### src/rtl/edulent_mem_pkg.sv
// -----------------------------------------------------------------------------
// edulent_mem_pkg
// Shared definitions for the two-port memory arbiter slice:
//   MEM_ADDR_W / MEM_DATA_W  default address and data widths
//   port_e                   requester identity (PORT0, PORT1)
//   pend_s                   registered pending read response {valid, port}
// -----------------------------------------------------------------------------
package edulent_mem_pkg;

    localparam int MEM_ADDR_W = 8;
    localparam int MEM_DATA_W = 8;

    typedef enum logic {
        PORT0 = 1'b0,
        PORT1 = 1'b1
    } port_e;

    typedef struct packed {
        logic  valid;
        port_e port;
    } pend_s;

endpackage

### src/rtl/mem_arb_pick.sv
// -----------------------------------------------------------------------------
// mem_arb_pick
// Combinational arbitration decision for two requesters.
//   valid0, valid1  request present on each port
//   last_grant      port that won the most recent contest; the other port is
//                   favoured when both request
//   grant[1:0]      one-hot grant (bit n = port n), all-zero when idle
// -----------------------------------------------------------------------------
module mem_arb_pick
    import edulent_mem_pkg::*;
(
    input  logic       valid0,
    input  logic       valid1,
    input  port_e      last_grant,
    output logic [1:0] grant
);

    logic favour1;

    // Port 1 gets the contest only when port 0 was the most recent winner.
    assign favour1 = (last_grant == PORT0);

    assign grant[0] = valid0 & (~valid1 | ~favour1);
    assign grant[1] = valid1 & (~valid0 |  favour1);

endmodule

### src/rtl/mem_arbiter.sv
// -----------------------------------------------------------------------------
// mem_arbiter
// Two-port arbiter in front of a single-port memory with registered read data.
// The granted request drives the memory port in the same cycle; a read
// accepted in cycle N returns its data to the owning port in cycle N+1.
// Writes are posted and produce no response.
//
// Build option: define MEM_ARB_RR_EN for round-robin arbitration; otherwise
// port 0 has fixed priority and no pointer register exists.
//
// Ports
//   i_clk, i_rstn                      clock, async active-low reset
//   i_pN_valid/we/addr/wdata           request from port N (held until ready)
//   o_pN_ready                         grant / accept for port N
//   o_pN_rvalid, o_pN_rdata            read response for port N (1-cycle pulse)
//   o_mem_addr, o_mem_data_write       memory address and write data
//   o_mem_write_enable                 memory write strobe
//   i_mem_data_read                    memory read data, one cycle after addr
// -----------------------------------------------------------------------------
module mem_arbiter
    import edulent_mem_pkg::*;
#(
    parameter int ADDR_W = MEM_ADDR_W,
    parameter int DATA_W = MEM_DATA_W
) (
    input  logic              i_clk,
    input  logic              i_rstn,

    input  logic              i_p0_valid,
    input  logic              i_p0_we,
    input  logic [ADDR_W-1:0] i_p0_addr,
    input  logic [DATA_W-1:0] i_p0_wdata,
    output logic              o_p0_ready,
    output logic              o_p0_rvalid,
    output logic [DATA_W-1:0] o_p0_rdata,

    input  logic              i_p1_valid,
    input  logic              i_p1_we,
    input  logic [ADDR_W-1:0] i_p1_addr,
    input  logic [DATA_W-1:0] i_p1_wdata,
    output logic              o_p1_ready,
    output logic              o_p1_rvalid,
    output logic [DATA_W-1:0] o_p1_rdata,

    output logic [ADDR_W-1:0] o_mem_addr,
    output logic [DATA_W-1:0] o_mem_data_write,
    output logic              o_mem_write_enable,
    input  logic [DATA_W-1:0] i_mem_data_read
);

    logic [1:0]        grant;
    logic              any_grant;
    logic              sel1;
    logic              sel_we;
    logic [ADDR_W-1:0] sel_addr;
    logic [DATA_W-1:0] sel_wdata;
    logic [ADDR_W-1:0] last_addr;
    port_e             last_grant;
    pend_s             pend;

    // ------------------------------------------------------------------
    // Arbitration. Requests are masked during reset so no ready can rise
    // while i_rstn is low, even though the valids are live.
    // ------------------------------------------------------------------
    mem_arb_pick u_pick (
        .valid0     (i_p0_valid & i_rstn),
        .valid1     (i_p1_valid & i_rstn),
        .last_grant (last_grant),
        .grant      (grant)
    );

`ifdef MEM_ARB_RR_EN
    // Reset value PORT1 makes port 0 the favoured side of the first contest.
    // The pointer moves only when both ports competed.
    // NOTE: sequential state uses non-blocking assignments so every register
    // samples pre-edge values regardless of statement order.
    always_ff @(posedge i_clk or negedge i_rstn) begin
        if (!i_rstn) begin
            last_grant <= PORT1;
        end else if (i_p0_valid && i_p1_valid) begin
            last_grant <= grant[1] ? PORT1 : PORT0;
        end
    end
`else
    // Constant "port 1 won last" keeps port 0 permanently favoured.
    assign last_grant = PORT1;
`endif

    assign o_p0_ready = grant[0];
    assign o_p1_ready = grant[1];
    assign any_grant  = |grant;
    assign sel1       = grant[1];

    // ------------------------------------------------------------------
    // Memory port mux
    // ------------------------------------------------------------------
    // NOTE: every always_comb output gets a default first so no path
    // leaves it unassigned and no latch is inferred.
    always_comb begin
        sel_we    = 1'b0;
        sel_addr  = last_addr;
        sel_wdata = '0;
        if (grant[0]) begin
            sel_we    = i_p0_we;
            sel_addr  = i_p0_addr;
            sel_wdata = i_p0_wdata;
        end else if (grant[1]) begin
            sel_we    = i_p1_we;
            sel_addr  = i_p1_addr;
            sel_wdata = i_p1_wdata;
        end
    end

    assign o_mem_addr         = sel_addr;
    assign o_mem_data_write   = sel_wdata;
    assign o_mem_write_enable = sel_we;

    // ------------------------------------------------------------------
    // Sequential state: held address and the pending read record.
    // Reset clears the record, so a read in flight when reset hits never
    // produces a response.
    // ------------------------------------------------------------------
    always_ff @(posedge i_clk or negedge i_rstn) begin
        if (!i_rstn) begin
            last_addr  <= '0;
            pend.valid <= 1'b0;
            pend.port  <= PORT0;
        end else begin
            if (any_grant) begin
                last_addr <= sel_addr;
            end
            pend.valid <= any_grant & ~sel_we;
            pend.port  <= sel1 ? PORT1 : PORT0;
        end
    end

    // ------------------------------------------------------------------
    // Response steering. The memory's registered read data lines up with
    // the pending record; rdata is zeroed on ports without a response.
    // ------------------------------------------------------------------
    assign o_p0_rvalid = pend.valid & (pend.port == PORT0);
    assign o_p1_rvalid = pend.valid & (pend.port == PORT1);
    assign o_p0_rdata  = o_p0_rvalid ? i_mem_data_read : '0;
    assign o_p1_rdata  = o_p1_rvalid ? i_mem_data_read : '0;

endmodule

### config.mk
export PLATFORM = sky130hd
export DESIGN_NAME = mem_arbiter
export DESIGN_NICKNAME = d
export VERILOG_FILES = /design/src/rtl/edulent_mem_pkg.sv /design/src/rtl/mem_arb_pick.sv /design/src/rtl/mem_arbiter.sv
export SDC_FILE = /design/constraint.sdc
export NUM_CORES = 1
export LEC_CHECK = 0
export CAP_MARGIN = 20
export CORE_MARGIN = 8
export CORE_UTILIZATION = 33
export CTS_CLUSTER_SIZE = 16
export DETAILED_ROUTE_END_ITERATION = 16
export HOLD_SLACK_MARGIN = 0.02
export PLACE_DENSITY = 0.85
export SYNTH_ARGS = -nofsm -noshare
export SYNTH_HDL_FRONTEND = slang
export SYNTH_SLANG_ARGS = --single-unit
### constraint.sdc
create_clock -name i_clk -period 1.8 [get_ports i_clk]
set_clock_uncertainty 0.2 [all_clocks]
set_input_delay 0.18 -clock i_clk [delete_from_list [all_inputs] [get_ports i_clk]]
set_output_delay 0.18 -clock i_clk [all_outputs]
set_load 0.005 [all_outputs]
==> results.yml <==
global_routing:
  gr-usage-all-layers_pct: 16.8
  grt_pass1_wl_mm: 6.73
  antenna_found_initial: 0
  first_global_vias: 1390
  globalRouteOverflowTotal: 0
  grt_max_degree: 16
drt:
  first_pass_iters: 4
  wirelength_mm: 4.25
  drc: 0
  routed_via_density: 5.25
  vias: 1276
  antenna_left: 0
  wl_per_cell_um: 17.5
  drt_iter0_drc: 70
setup_path:
  startpoint: "i_p1_valid"
  cp.required_ns: 1.42
  r2r_end: "last_addr[4]$_DFFE_PN0P_"
  crit_arrival_ns: 1.37
  reg2reg_depth: 1
  critical_path_class: "input port to output pin"
  start_kind: "input port"
  critPathCaptureType: "output pin"
  timing.rr.start: "last_addr[4]$_DFFE_PN0P_"
  reg2reg_slack_ns: 0.79
  crit_fanout: 8
cts:
  clk_latency_ns: 0.27
  cts_tree: "yes"
  clock_path_buffers: 2
  clkSinkCount: 10
  cts.htree.levels: 1
  cts_inserted_buffers: 3
  cts-root-buf: "clkbuf_4"
  clkSlewWorstSetupHoldPaths_ns: 0.07
die:
  fp.dieW_um: 69.0
  dieArea_um2: 4770
  coreArea_um2: 2710
  num_rows: 19
  initial_core_util_pct: 34.3
  fp.dieH_um: 69.0
  io-pin-count: 83
logic_synthesis:
  yosys_warnings: 0
  syn_nets: 152
  synth_cells: 106
  synth_cell_types: 18
  ys_seq_area_share_pct: 27.0
  syn_area_per_cell_um2: 8.76
  ys_seq_elements: 10
  syn_area_um2: 928
cells_and_area:
  fin_nets: 259
  area_growth_pct: 118
  postLayoutCellArea_um2: 2020
  instances_no_fill: 243
  drive_gt1_share_pct: 26.9
  antenna_cells: 0
timing:
  worst_pin_slew_ns: 0.329
  setup_slack_ns: 0.0484
  slew_headroom_pct: 78.0
  fmax_mhz: 571
  period_minus_slack_ns: 1.75
  fin_crit_sh_pct: 97.3
  hold_violations: 0
  fin_hold_ws_ns: 0.295
  slew_viol_final: 0
  fin_tns_setup_ns: 0
  setup_viol: 0
placement:
  finalWeightedCongestion: 0.949
  place_inst: 233
  dp_hpwl_mm: 3.31
  post-place-ws_ns: -0.388
  placed_cell_area_um2: 1920
  io_buffers: 82
power_and_ir_drop:
  p_per_area_nw_per_um2: 427
  cellLeakagePower_uw: 0.00108
  vdd_drop_max_mv: 0.395
status:
  status: "finished, final reports clean"
worst_hold_path:
  worstHoldStart: "i_p0_valid"
  min_delay_path_depth: 4
  holdCritPathClass: "input port to register"
  hold_end: "pend[1]$_DFF_PN0_"
flow_run:
  cap_violations: 0
-- how the worst max path moves through the flow --
stage	endpoint	slack, ns	depth (start not counted)
after floorplan	o_p0_rdata[0]	0.53	3
after CTS	o_mem_data_write[4]	0.008	5
after global routing	o_p0_rdata[5]	-0.02	4
final	o_mem_addr[4]	0.05	5
after detailed placement	o_mem_addr[0]	-0.39	5
after global placement	o_mem_addr[0]	-0.32	5
-- metal layers --
metal / share of wire (%) / up-vias / global-route usage (%)
li1: - / 610 / -
met1: 40 / 588 / 17.1
met2: 50 / 70 / 29.6
met3: 7.3 / 8 / 6.15
met4: 2.0 / 0 / 7.97
met5: 0 / - / 0
-- cell usage after synthesis (all sizes together) --
cell type / count / area share, %
a21oi: 10 / 5.8
and2: 10 / 6.7
and3: 8 / 5.4
buf: 9 / 6.7
clkbuf: 2 / 0.81
dfrtp: 10 / 27
inv: 1 / 0.40
nand2: 9 / 3.6
nand2b: 10 / 6.7
nand3b: 17 / 14
nor2: 1 / 0.40
nor2b: 1 / 0.67
o21a: 1 / 1.6
o221a: 16 / 19
or3b: 1 / 0.94
-- state kept, by name, indices dropped and copies added, names as in the netlist --
signal	cells
last_addr	8
pend	2
-- cell families (layout without fill, tap and decap cells) --
group	count (synthesis)	count (layout)	synth area share [%]
DFF	10	10	27.0
and+or+nand+nor	57	57	38.3
buffers and inverters	12	118	7.95
AOI/OAI and AO/OA	27	27	26.8
-- through the flow --
step,util (%),power (µW)
floorplan,-,416
global placement,70.8,659
detailed placement,70.8,673
CTS,73.7,865
global route,74.7,916
finish,74.7,865
-- what timing repair did --
item                                    CTS  global route
buffers inserted                          4             0
resized for setup                        41            10
hold endpoints to repair                 10             0
pin swaps                                 1             1
hold buffers                              2             0
endpoints found under the setup margin   30            11
-- critical path: stages --
cell             delay (ns)
clkdlybuf4s15_2        0.25
o21a_4                 0.26
buf_4                  0.15
o221a_2                0.26
dlygate4sd2_1          0.26
-- cell usage in the layout (no fill, tap or decap), types with 2 or more instances in the layout --
cell type / count
clkdlybuf4s15_2: 3
and2_1: 10
clkdlybuf4s50_1: 43
o221a_2: 16
buf_4: 25
dlygate4sd3_1: 2
buf_6: 3
nand2b_1: 8
dlymetal6s2s_1: 9
nand3b_1: 17
nand2b_4: 2
nand2_1: 9
dlygate4sd2_1: 27
and3_1: 8
clkbuf_4: 3
dfrtp_1: 10
a21oi_1: 9
-- cell type report --
class	count	area (µm²)
well taps	31	38.8
clock buffers	4	36.3
multi-input cells	84	619
flip-flops and latches	10	250
repair buffers	113	1070
inverters	1	3.75
fillers	209	687
-- power breakdown --
| group | leakage, µW | total, µW | switching [µW] | internal, µW |
|---|---|---|---|---|
| Sequential | 0.000115 | 268 | 18.0 | 250 |
| Clock | 0.0000210 | 208 | 84.6 | 123 |
| Combinational | 0.000945 | 389 | 132 | 256 |
(Power assumes the default switching activity.)
